<file path="src/rtl/seg_scan_display_ctrl.sv">
// Multiplexed 7-segment driver: two GROUP-digit fields loaded as binary values
// and converted to BCD by a bit-serial double-dabble FSM.
module seg_scan_display_ctrl #(
  parameter int unsigned GROUP       = 4,
  parameter int unsigned BIN_W       = 10,
  parameter int unsigned SCAN_DIV    = 5000,
  parameter int unsigned BLINK_TICKS = 64
) (
  input  logic                 clk,
  input  logic                 reset,
  input  logic                 load_valid,
  output logic                 load_ready,
  input  logic [BIN_W-1:0]     bin_in,
  input  logic                 field_sel,
  input  logic                 lz_en,
  input  logic [2*GROUP-1:0]   dp_mask,
  input  logic [2*GROUP-1:0]   blink_mask,
  output logic [1:0]           overflow,
  output logic [2*GROUP-1:0]   tub_sel,
  output logic [7:0]           tub_control1,
  output logic [7:0]           tub_control2
);

  localparam int unsigned NUM_DIGITS = 2 * GROUP;
  localparam int unsigned NIB_EST    = (BIN_W * 302 + 999) / 1000 + 1;
  localparam int unsigned NIB        = (NIB_EST > GROUP) ? NIB_EST : GROUP;
  localparam int unsigned ACC_W      = 4 * NIB;
  localparam int unsigned SW         = (NUM_DIGITS > 1) ? $clog2(NUM_DIGITS) : 1;
  localparam int unsigned PW         = (SCAN_DIV > 1) ? $clog2(SCAN_DIV) : 1;
  localparam int unsigned BW         = (BLINK_TICKS > 1) ? $clog2(BLINK_TICKS) : 1;
  localparam int unsigned CW         = (BIN_W > 1) ? $clog2(BIN_W) : 1;

  typedef enum logic [1:0] {S_IDLE, S_SHIFT, S_COMMIT} state_t;

  state_t             state_q, state_d;
  logic [ACC_W-1:0]   acc_q, acc_d, adj;
  logic [BIN_W-1:0]   bin_q, bin_d;
  logic [CW-1:0]      cnt_q, cnt_d;
  logic               fsel_q, fsel_d;
  logic               lzin_q, lzin_d;
  logic [3:0]         dig_q [NUM_DIGITS];
  logic [3:0]         dig_d [NUM_DIGITS];
  logic [1:0]         lz_q, lz_d;
  logic [1:0]         blank_q, blank_d;
  logic [1:0]         ovf_q, ovf_d;
  logic               hi_nz;
  logic [SW-1:0]      scan_q, scan_d;
  logic [PW-1:0]      presc_q, presc_d;
  logic [BW-1:0]      bcnt_q, bcnt_d;
  logic               phase_q, phase_d;

  always_ff @(posedge clk) begin
    if (!reset) begin
      state_q <= S_IDLE;
      acc_q   <= '0;
      bin_q   <= '0;
      cnt_q   <= '0;
      fsel_q  <= 1'b0;
      lzin_q  <= 1'b0;
      dig_q   <= '{default: 4'd0};
      lz_q    <= '0;
      blank_q <= '1;
      ovf_q   <= '0;
      scan_q  <= '0;
      presc_q <= '0;
      bcnt_q  <= '0;
      phase_q <= 1'b0;
    end else begin
      state_q <= state_d;
      acc_q   <= acc_d;
      bin_q   <= bin_d;
      cnt_q   <= cnt_d;
      fsel_q  <= fsel_d;
      lzin_q  <= lzin_d;
      dig_q   <= dig_d;
      lz_q    <= lz_d;
      blank_q <= blank_d;
      ovf_q   <= ovf_d;
      scan_q  <= scan_d;
      presc_q <= presc_d;
      bcnt_q  <= bcnt_d;
      phase_q <= phase_d;
    end
  end

  // Converter FSM and field commit.
  always_comb begin
    state_d    = state_q;
    acc_d      = acc_q;
    bin_d      = bin_q;
    cnt_d      = cnt_q;
    fsel_d     = fsel_q;
    lzin_d     = lzin_q;
    dig_d      = dig_q;
    lz_d       = lz_q;
    blank_d    = blank_q;
    ovf_d      = ovf_q;
    load_ready = 1'b0;
    adj        = acc_q;
    hi_nz      = 1'b0;
    for (int unsigned k = GROUP; k < NIB; k++) begin
      if (acc_q[4*k +: 4] != 4'd0) hi_nz = 1'b1;
    end
    case (state_q)
      S_IDLE: begin
        load_ready = 1'b1;
        if (load_valid) begin
          bin_d   = bin_in;
          fsel_d  = field_sel;
          lzin_d  = lz_en;
          acc_d   = '0;
          cnt_d   = '0;
          state_d = S_SHIFT;
        end
      end
      S_SHIFT: begin
        for (int unsigned k = 0; k < NIB; k++) begin
          if (adj[4*k +: 4] >= 4'd5) adj[4*k +: 4] = adj[4*k +: 4] + 4'd3;
        end
        acc_d = {adj[ACC_W-2:0], bin_q[BIN_W-1]};
        bin_d = bin_q << 1;
        cnt_d = cnt_q + CW'(1);
        if (cnt_q == CW'(BIN_W - 1)) state_d = S_COMMIT;
      end
      S_COMMIT: begin
        // Digit position 0 is the leftmost, i.e. the most significant nibble.
        for (int unsigned p = 0; p < GROUP; p++) begin
          if (fsel_q) dig_d[GROUP + p] = acc_q[4*(GROUP-1-p) +: 4];
          else        dig_d[p]         = acc_q[4*(GROUP-1-p) +: 4];
        end
        lz_d[fsel_q]    = lzin_q;
        blank_d[fsel_q] = 1'b0;
        ovf_d[fsel_q]   = hi_nz;
        state_d         = S_IDLE;
      end
      default: state_d = S_IDLE;
    endcase
  end

  // Scan prescaler, digit index and blink phase.
  always_comb begin
    presc_d = presc_q + PW'(1);
    scan_d  = scan_q;
    bcnt_d  = bcnt_q;
    phase_d = phase_q;
    if (presc_q == PW'(SCAN_DIV - 1)) begin
      presc_d = '0;
      scan_d  = (scan_q == SW'(NUM_DIGITS - 1)) ? '0 : scan_q + SW'(1);
      if (bcnt_q == BW'(BLINK_TICKS - 1)) begin
        bcnt_d  = '0;
        phase_d = ~phase_q;
      end else begin
        bcnt_d = bcnt_q + BW'(1);
      end
    end
  end

  function automatic logic [7:0] glyph(input logic [3:0] n);
    case (n)
      4'd0: glyph = 8'h3F;
      4'd1: glyph = 8'h06;
      4'd2: glyph = 8'h5B;
      4'd3: glyph = 8'h4F;
      4'd4: glyph = 8'h66;
      4'd5: glyph = 8'h6D;
      4'd6: glyph = 8'h7D;
      4'd7: glyph = 8'h07;
      4'd8: glyph = 8'h7F;
      4'd9: glyph = 8'h6F;
      default: glyph = 8'h00;
    endcase
  endfunction

  logic [NUM_DIGITS-1:0] lead_blank;
  logic                  all_zero;
  logic                  cur_f;
  logic [7:0]            dp_bits;
  logic [7:0]            code;

  // A digit is a suppressible leading zero when it and everything left of it
  // in its field is zero; the rightmost digit is never suppressed.
  always_comb begin
    lead_blank = '0;
    all_zero   = 1'b1;
    for (int unsigned f = 0; f < 2; f++) begin
      all_zero = 1'b1;
      for (int unsigned p = 0; p < GROUP; p++) begin
        if (dig_q[f*GROUP + p] != 4'd0) all_zero = 1'b0;
        if (all_zero && (p != GROUP - 1)) lead_blank[f*GROUP + p] = 1'b1;
      end
    end
  end

  always_comb begin
    cur_f   = (scan_q >= SW'(GROUP));
    dp_bits = {dp_mask[scan_q], 7'b0};
    code    = 8'h00;
    if (blank_q[cur_f])                         code = 8'h00;
    else if (blink_mask[scan_q] && phase_q)     code = 8'h00;
    else if (ovf_q[cur_f])                      code = 8'h40 | dp_bits;
    else if (lz_q[cur_f] && lead_blank[scan_q]) code = dp_bits;
    else                                        code = glyph(dig_q[scan_q]) | dp_bits;
  end

  assign tub_sel      = NUM_DIGITS'(1) << scan_q;
  assign tub_control1 = cur_f ? 8'h00 : code;
  assign tub_control2 = cur_f ? code : 8'h00;
  assign overflow     = ovf_q;

endmodule
</file>
<file path="config.mk">
export PLATFORM = sky130hd
export DESIGN_NAME = seg_scan_display_ctrl
export DESIGN_NICKNAME = d
export VERILOG_FILES = /design/src/rtl/seg_scan_display_ctrl.sv
export SDC_FILE = /design/constraint.sdc
export NUM_CORES = 1
export LEC_CHECK = 0
export CAP_MARGIN = 15
export CORE_MARGIN = 1
export CORE_UTILIZATION = 45
export CTS_BUF_LIST = sky130_fd_sc_hd__clkbuf_16
export CTS_CLUSTER_SIZE = 40
export DETAILED_ROUTE_END_ITERATION = 8
export PLACE_DENSITY = 0.68
export SLEW_MARGIN = 40
export SYNTH_ARGS = -nofsm -noshare
export SYNTH_HDL_FRONTEND = slang
export SYNTH_SLANG_ARGS = --single-unit
</file>
<file path="constraint.sdc">
create_clock -name clk -period 2.35 [get_ports clk]
set_input_delay 0.3525 -clock clk [delete_from_list [all_inputs] [get_ports clk]]
set_output_delay 0.3525 -clock clk [all_outputs]
set_load 0.05 [all_outputs]
</file>
==> results_dict.tcl, run 1 <==
set metrics [dict create \
    wl_met1_mm 5.729 \
    cts_tree "built" \
    avgSynthCellArea_um2 8.646 \
    grt_pass1_wl_mm 22.83 \
    max_freq_mhz 342.7 \
    dr.max_layer_used "met4" \
    layout_commonest_cell "nand2_1" \
    cts_root_buffer "clkbuf_16" \
    hold_class "in -> reg" \
    dp_hpwl_mm 9.876 \
    synth_top_family_by_area "simple AND/OR/NAND/NOR gates" \
    arrival_ns 2.57 \
    yosysTopAreaCellShare_pct 36.91 \
    synthAdderAreaFrac_pct 6.059 \
    post_drt_wl_per_cell_um 15.43 \
    timing.final.hold_violations 0 \
    coreArea_mm2 0.01152 \
    crit_type "reg -> out" \
    synth_compound_area_share_pct 16.50 \
    htreeDepth 3 \
    met2WireLength_mm 6.969 \
    worst_pin_slew_ns 0.7811 \
    grt_max_degree 80 \
    layout_common_cells "nand2_1 (106), dfxtp_1 (96), buf_4 (63)" \
    p_leak_nw 2.796 \
    setup_slack_ns -0.5678 \
    synth_edf_count 0 \
    cp_slowest_cell "mux4_2" \
    cts_inserted_buffers 9 \
    die_area_mm2 0.01237 \
    period_share_pct 124.2 \
    fp.dieW_um 111.2 \
    crit_path_cell_trace "buf_6 > mux4_2 > mux2i_4 > inv_2 > ha_4 > nor2_2 > o22a_1 > nand2_2 > a21oi_4 > buf_12" \
    vias 4782 \
    dpl_worst_slack_ns -0.3656 \
    setup_viol 16 \
    start_kind "flop" \
    port_buffers 57 \
    clock_skew_ns 0.007089 \
    postRouteAntennaNets 0 \
    clk_latency_ns 0.34 \
    peakVddDrop_v 0.0003411 \
    drt_iter0_markers 230 \
    drc 12 \
    failed_checks "design-rule violations, negative setup slack" \
    synthMuxAreaShare_pct 9.065 \
    via_per_inst 5.478 \
    wl_met3_um 581 \
    synth_xor_area_share_pct 3.263 \
    io_pins 58 \
    cts_sinks 99 \
    critical_path_required_ns 2.00 \
    start_util_pct 46.62 \
    pwr_density_cell_mw_per_mm2 473.1 \
    rsz0062_at_grt "true" \
    outcome "complete, but fails checks" \
    cpPeakStageDelay_ns 0.54 \
    async_flop_share_pct 0 \
    finalNetCount 783 \
    synth_cell_types 55 \
    relSlewSlack_pct 47.93 \
    synth_warnings 0 \
    nFillCells 975 \
    hold_buffers 0 \
    syn_nets 678 \
    drive_above_1_share_pct 24.66 \
    synth.top_cells.by_area "dfxtp_1 (37%), nand2_1 (7.6%), a21boi_0 (6.6%), ha_1 (6.1%), mux4_2 (5.0%)" \
    end_kind "output pin" \
    period_needed_ns 2.918 \
    gp_congestion 0.8136 \
    syn_area_mm2 0.005369 \
    synthCells 621 \
    utilization_pct 63.79 \
    first_pass_iters 6 \
    rows 39 \
    gr-total-overflow 0 \
    p_total_mw 3.475 \
    die_h_um 111.2 \
    synth-seq-area-share_pct 36.91 \
    routed_wl_mm 13.47 \
    cp_max_fo 5 \
    antenna_found_initial 0 \
    insertedDiodeCount 0 \
    clk_path_buf_depth 2 \
    grt_use_total_pct 22.80 \
    synth_area_leader_cell "dfxtp_1" \
    synth-seq-cells 99 \
    grt_pass1_vias 4803 \
    areaGrowthSynthToFinish_pct 36.82 \
    clkSlewWorstSetupHoldPaths_ns 0.06 \
    whs_ns 0.3609 \
    synth_ff_type "dfxtp_1" \
    maxCapViolCount 0 \
    slew_violations 0 \
    synth-simple-area-share_pct 23.96 \
]
[repair_timing]
action                                  in CTS  in global routing
endpoints found under the hold margin        0                  0
endpoints found under the setup margin      16                 16
resized for setup                           28                  8
buffers inserted                            11                  3
pin swaps                                   19                 11
gates cloned                                 0                  0
[worst paths after layout]
path	start	endpoint	slack [ns]	depth (start not counted)
max	scan_q[1]	tub_control1[6]	-0.57	10
min	reset	scan_q[0]	0.36	2
max reg2reg	presc_q[5]	bcnt_q[5]	0.31	4
min reg2reg	presc_q[0]	presc_q[0]	0.44	1
[routing by layer]
| metal | up-vias | track usage, % |
|---|---|---|
| met1 | 2275 | 27.21 |
| li1 | 2384 | - |
| met4 | 0 | 7.477 |
| met2 | 107 | 41.29 |
| met3 | 16 | 3.827 |
| met5 | - | 0 |
[critical path: cells and delay by family, from the launching register on]
kind / cells / cell delay (ns)
and+or+nand+nor: 2 / 0.17
DFF: 1 / 0.36
buffers and inverters: 3 / 0.37
AOI/OAI and AO/OA: 2 / 0.35
muxes: 2 / 0.78
adders and majority gates: 1 / 0.18
[final cells by class]
type                    instances  area [um^2]  area share (%)
inverters                      17        65.06          0.8857
clock buffers                   9        225.2           3.066
clock inverters                 6        81.33           1.107
repair buffers                128         1343           18.28
multi-input cells             471         3462           47.13
well taps                     143        178.9           2.436
flip-flops and latches         99         1991           27.10
[sequential cells by signal, summed over array words and instances, names as in the netlist]
register  cells
bin_q        10
dig_q        32
blank_q       2
overflow      2
acc_q        20
phase_q       1
scan_q        3
presc_q      13
lz_q          2
bcnt_q        6
cnt_q         4
state_q       2
lzin_q        1
fsel_q        1
[cells in the mapped netlist (4+ instances only)]
master and n:
nand2_1 109, dfxtp_1 99, a21boi_0 47, nor2_1 45, nand3_1 27, clkbuf_1 26
ha_1 26, and2_1 23, o21ai_0 23, nor3_1 18, inv_1 16, a21oi_1 13
mux4_2 12, mux2_2 11, xor2_1 11, nor2b_1 9, xnor2_1 9, o221ai_1 8
mux2i_1 7, nand2b_1 7, nand4_1 6, o31ai_1 6, and3_1 5, o211a_1 5
o211ai_1 5, or4_1 5, o21a_1 4
[cell families after synthesis]
| kind of cell | after synthesis |
|---|---|
| and+or+nand+nor | 268 |
| muxes | 31 |
| adders and majority gates | 26 |
| buffers and inverters | 51 |
| DFF | 99 |
| AOI/OAI and AO/OA | 126 |
| xor gates and xnor gates | 20 |
[where the power goes]
part / total, mW / internal [mW] / leakage [nW] / switching [mW]
Clock: 1.53 / 0.919 / 0.150 / 0.609
Sequential: 1.72 / 1.70 / 0.803 / 0.0207
Combinational: 0.224 / 0.109 / 1.84 / 0.115
Total: 3.48 / 2.73 / 2.80 / 0.745
[per-stage QoR]
step / cell area (um^2) / TNS, ns / cells
2_1_floorplan: 5583 / -2.480 / 621
3_3_place_gp: 6785 / -4.061 / 845
3_5_place_dp: 6785 / -4.655 / 845
4_1_cts: 7300 / -7.731 / 871
5_1_grt: 7346 / -8.902 / 873
6_report: 7346 / -7.477 / 873
(Power assumes the default switching activity.)
==> inputs of run 2 (changes only) <==
- DONT_BUFFER_PORTS: unset -> 1
- PLACE_DENSITY: 0.68 -> unset
- clock period: 2.35 -> 3.4 ns (I/O delays scaled with it)
==> run 2 against run 1 <==
Effect of this change: the flow finishes with violations (design-rule violations); worst setup slack better by 0.76 ns; clock-buffer cell count unchanged; register-to-register slack better by 1.1 ns; via count fell by 9.7%; flip-flop and latch count is the same; non-clock buffer count down 103; sequential share of layout area increased by 6.3 points; critical endpoint unchanged; largest power group unchanged; highest routed layer unchanged.
==> results_dict.tcl, run 2 (synthesized netlist as in run 1, its figures left out) <==
set metrics [dict create \
    outcome "complete, but fails checks" \
    failed_checks "design-rule violations" \
    setup_viol 0 \
    power_switching_mw 0.5224 \
    rsz0062_at_grt "false" \
    port_buffers 0 \
    drive_above_1_share_pct 12.74 \
    period_needed_ns 3.211 \
    hold_class "in -> reg" \
    htreeDepth 3 \
    cp_max_fo 11 \
    critical_path_required_ns 2.89 \
    insertedDiodeCount 0 \
    cts_sinks 99 \
    fp.dieW_um 111.2 \
    largest_registers "dig_q: 32 flops, acc_q: 20 flops, presc_q: 13 flops" \
    cts_inserted_buffers 9 \
    internal_power_mw 1.856 \
    clk_path_buf_depth 2 \
    coreArea_mm2 0.01152 \
    post_drt_wl_per_cell_um 15.55 \
    cp_slowest_cell "mux4_2" \
    crit_path_cell_trace "buf_6 > mux4_2 > mux2i_4 > inv_1 > ha_1 > nor2_1 > o22a_1 > nand2_1 > a21oi_1 > buf_4" \
    worst_pin_slew_ns 0.7361 \
    die_h_um 111.2 \
    sw_frac_of_total_pct 21.97 \
    peakVddDrop_v 0.0002103 \
    cpPeakStageDelay_ns 0.56 \
    via_per_inst 5.599 \
    start_util_pct 46.62 \
    die_area_mm2 0.01237 \
    relSlewSlack_pct 50.93 \
    vias 4317 \
    stdcell_area_mm2 0.005946 \
    clkSlewWorstSetupHoldPaths_ns 0.07 \
    gr-total-overflow 0 \
    routed_wl_mm 11.99 \
    gp_congestion 0.8840 \
    io_pins 58 \
    layout_commonest_cell "nand2_1" \
    p_leak_nw 2.219 \
    place_area_mm2 0.005579 \
    grt_use_total_pct 20.62 \
    clock_skew_ns 0.007017 \
    pwr_density_cell_mw_per_mm2 400.0 \
    timing.final.hold_violations 0 \
    comb_power_share_pct 3.9 \
    clk_latency_ns 0.35 \
    seqPwrFrac_pct 50.1 \
    drt_iter0_markers 216 \
    dp_hpwl_mm 8.384 \
    grt_max_degree 90 \
    start_kind "flop" \
    drc 8 \
    largest_register_ffs 32 \
    antenna_found_initial 0 \
    power_frac_clock_pct 46.0 \
    setup_slack_ns 0.1887 \
    layout_common_cells "nand2_1 (108), dfxtp_1 (97), a21boi_0 (47)" \
    nFillCells 1073 \
    first_pass_iters 6 \
    areaGrowthSynthToFinish_pct 10.74 \
    cts_root_buffer "clkbuf_16" \
    rows 39 \
    setup_tns_ns 0 \
    postRouteAntennaNets 0 \
    grt_pass1_vias 4278 \
    period_share_pct 94.45 \
    finalNetCount 680 \
    hold_buffers 0 \
    postCtsSetupRepairBufs 0 \
    max_freq_mhz 311.4 \
    cts_tree "built" \
    maxCapViolCount 0 \
    top_register "dig_q" \
    dpl_worst_slack_ns 0.3848 \
    slew_violations 0 \
    grt_pass1_wl_mm 20.60 \
    end_kind "output pin" \
    crit_type "reg -> out" \
    post_cts_resized 2 \
    p_total_mw 2.378 \
    arrival_ns 2.70 \
]
## run 2: cell types whose count changed in the layout (fill, tap and decap cells not counted), sizes merged
cell / delta
buf: -71
clkdlybuf4s50: -32
clkinvlp: +3
clkinv: -2
## run 2: power groups by stage
stage	clock, mW	combinational, mW	sequential [mW]
floorplan	0	0.0863	1.21
global placement	0	0.0915	1.22
detailed placement	0	0.0947	1.22
CTS	1.12	0.0948	1.19
global route	1.17	0.106	1.19
finish	1.09	0.0930	1.19
## run 2: stage by stage
| stage | utilization (%) | hold WS, ns | std cells |
|---|---|---|---|
| 5_1_grt | 51.63 | 0.2234 | 771 |
| 6_report | 51.63 | 0.2476 | 771 |
| 4_1_cts | 51.27 | 0.2253 | 770 |
| 3_5_place_dp | 48.45 | 0.4374 | 754 |
| 2_1_floorplan | - | 0.4129 | 621 |
| 3_3_place_gp | 48.40 | 0.4229 | 754 |
## run 2: metal layers
layer	vias to the layer above	GRT usage, %	routed length, um
li1	2175	-	-
met1	2062	26.91	5693
met2	63	33.83	5670
met3	17	3.171	373
met4	0	8.829	255
met5	-	0	0
## run 2: worst max-delay path, delay by kind of cell, from the launching register on
family,cells,cell delay (ns)
simple gates,2,0.17
mux,2,0.80
buf+inv,3,0.49
fa+ha+maj,1,0.23
compound gates,2,0.32
flops,1,0.34
## run 2: worst paths after layout
kind               from               to  slack (ns)  cells past startpoint
max           scan_q[1]  tub_control1[6]        0.19                     10
min               reset       blank_q[0]        0.25                      1
max reg2reg  presc_q[5]        bcnt_q[5]        1.36                      4
min reg2reg  presc_q[0]       presc_q[0]        0.44                      1
## run 2: cell type report
| cell class | count | area, um^2 | share of cell area [%] |
|---|---|---|---|
| timing repair buffer | 25 | 195.2 | 3.283 |
| inverter | 17 | 67.56 | 1.136 |
| clock inverter | 7 | 92.59 | 1.557 |
| multi-input combinational | 471 | 3202 | 53.85 |
| tap | 143 | 178.9 | 3.009 |
| clock buffer | 9 | 225.2 | 3.788 |
| sequential | 99 | 1984 | 33.38 |
==> inputs of run 3 (changes only) <==
- SKIP_CTS_REPAIR_TIMING: unset -> 1
==> run 3 against run 2 <==
Effect of this change: the run still ends with design-rule violations left; worst hold slack about the same; total power barely moved; die area unchanged; critical path depth is the same; worst setup slack improved by 0.0022 ns.
==> results_dict.tcl, run 3 (synthesized netlist as in run 1, its figures left out) <==
set metrics [dict create \
    areaGrowthSynthToFinish_pct 10.74 \
    port_buffers 0 \
    first_pass_iters 6 \
    cts_tree "built" \
    vias 4317 \
    dpl_worst_slack_ns 0.3848 \
    hp-start "reset" \
    critical_path_required_ns 2.89 \
    reg2reg_to "bcnt_q[5]" \
    grt_max_degree 90 \
    whs_ns 0.2475 \
    failed_checks "design-rule violations" \
    fp.dieW_um 111.2 \
    finalNetCount 680 \
    layout_common_cells "nand2_1 (108), dfxtp_1 (97), a21boi_0 (47)" \
    maxCapViolCount 0 \
    die_area_mm2 0.01237 \
    post_drt_wl_per_cell_um 15.51 \
    arrival_ns 2.70 \
    io_pins 58 \
    comb_power_share_pct 3.9 \
    worst_pin_slew_ns 0.7360 \
    peakVddDrop_v 0.0002105 \
    largest_register_ffs 32 \
    routed_wl_mm 11.96 \
    gp_congestion 0.8840 \
    layout_commonest_cell "nand2_1" \
    end_kind "output pin" \
    max_freq_mhz 311.6 \
    setup_slack_ns 0.1909 \
    power_switching_mw 0.5215 \
    clkSlewWorstSetupHoldPaths_ns 0.07 \
    cp_slowest_cell "mux4_2" \
    coreArea_mm2 0.01152 \
    rsz0062_at_grt "false" \
    top_register "dig_q" \
    cts_inserted_buffers 9 \
    start_kind "flop" \
    gr-total-overflow 0 \
    placedCellCount 754 \
    outcome "complete, but fails checks" \
    setup_viol 0 \
    cpPeakStageDelay_ns 0.56 \
    via_per_inst 5.599 \
    largest_registers "dig_q: 32 flops, acc_q: 20 flops, presc_q: 13 flops" \
    rows 39 \
    cts_root_buffer "clkbuf_16" \
    holdPathStages 1 \
    whs_endpoint "blank_q[0]" \
    grt_pass1_vias 4278 \
    r2r-start "presc_q[5]" \
    dp_hpwl_mm 8.384 \
    period_needed_ns 3.209 \
    utilization_pct 51.63 \
    stdcell_count 771 \
    drc 8 \
    seqPwrFrac_pct 50.1 \
    drive_above_1_share_pct 12.74 \
    clk_path_buf_depth 2 \
    clock_skew_ns 0.006933 \
    internal_power_mw 1.856 \
    period_share_pct 94.39 \
    regToRegSetupSlack_ns 1.36 \
    grt_pass1_wl_mm 20.60 \
    crit_type "reg -> out" \
    slew_violations 0 \
    setup_tns_ns 0 \
    timing.final.hold_violations 0 \
    cp_max_fo 11 \
    hold_class "in -> reg" \
    htreeDepth 3 \
    clk_latency_ns 0.35 \
    sw_frac_of_total_pct 21.94 \
    cts_sinks 99 \
    p_leak_nw 2.219 \
    pwr_density_cell_mw_per_mm2 399.9 \
    power_frac_clock_pct 45.9 \
    die_h_um 111.2 \
    drt_iter0_markers 235 \
    worst-r2r-cell-count 4 \
    postRouteAntennaNets 0 \
    insertedDiodeCount 0 \
    relSlewSlack_pct 50.94 \
    antenna_found_initial 0 \
    grt_use_total_pct 20.62 \
    start_util_pct 46.62 \
    crit_path_cell_trace "buf_6 > mux4_2 > mux2i_4 > inv_1 > ha_1 > nor2_1 > o22a_1 > nand2_1 > a21oi_1 > buf_4" \
]
==> run 3: power groups by stage <==
stage                     sequential (mW)  combinational (mW)  clock, mW
after CTS                            1.19              0.0948       1.12
after detailed placement             1.22              0.0947          0
after global placement               1.22              0.0915          0
after global routing                 1.19               0.106       1.17
final                                1.19              0.0930       1.09
after floorplan                      1.21              0.0863          0
==> run 3: per-stage QoR <==
stage	area, um^2	power, mW
final	5946	2.377
after global routing	5946	2.474
after CTS	5897	2.404
after detailed placement	5579	1.313
after global placement	5574	1.309
after floorplan	5369	1.301
==> run 3: layout make-up <==
| cell class | count | area [um^2] |
|---|---|---|
| clock buffers | 9 | 225.2 |
| fillers | 1073 | 5570 |
| repair buffers | 25 | 195.2 |
| inverters | 17 | 67.56 |
| flip-flops and latches | 99 | 1984 |
| multi-input cells | 471 | 3202 |
| well taps | 143 | 178.9 |
| clock inverters | 7 | 92.59 |
==> run 3: routing by layer <==
metal  vias up  global-route usage, %  wire length (um)
met4         0                  8.829               255
met2        67                  33.83              5671
li1       2177                      -                 -
met1      2056                  26.91              5644
met5         -                      0                 0
met3        17                  3.171               390
==> run 3: worst max path at each step <==
stage	startpoint	to	slack [ns]	depth (start not counted)
final	scan_q[1]	tub_control1[6]	0.19	10
after global routing	scan_q[1]	tub_control2[6]	0.03	10
after detailed placement	scan_q[0]	tub_control1[6]	0.38	9
after CTS	scan_q[0]	tub_control1[6]	-0.01	9
after global placement	scan_q[1]	tub_control1[6]	0.46	10
after floorplan	scan_q[1]	tub_control1[1]	-0.04	6
==> run 3: critical path: cells and delay by family (launching register included) <==
family | cells | cell delay (ns)
AO/OA/AOI/OAI | 2 | 0.32
adder cells (fa/ha/maj) | 1 | 0.23
buffers and inverters | 3 | 0.49
flip-flops | 1 | 0.34
multiplexers | 2 | 0.80
AND/OR/NAND/NOR | 2 | 0.17
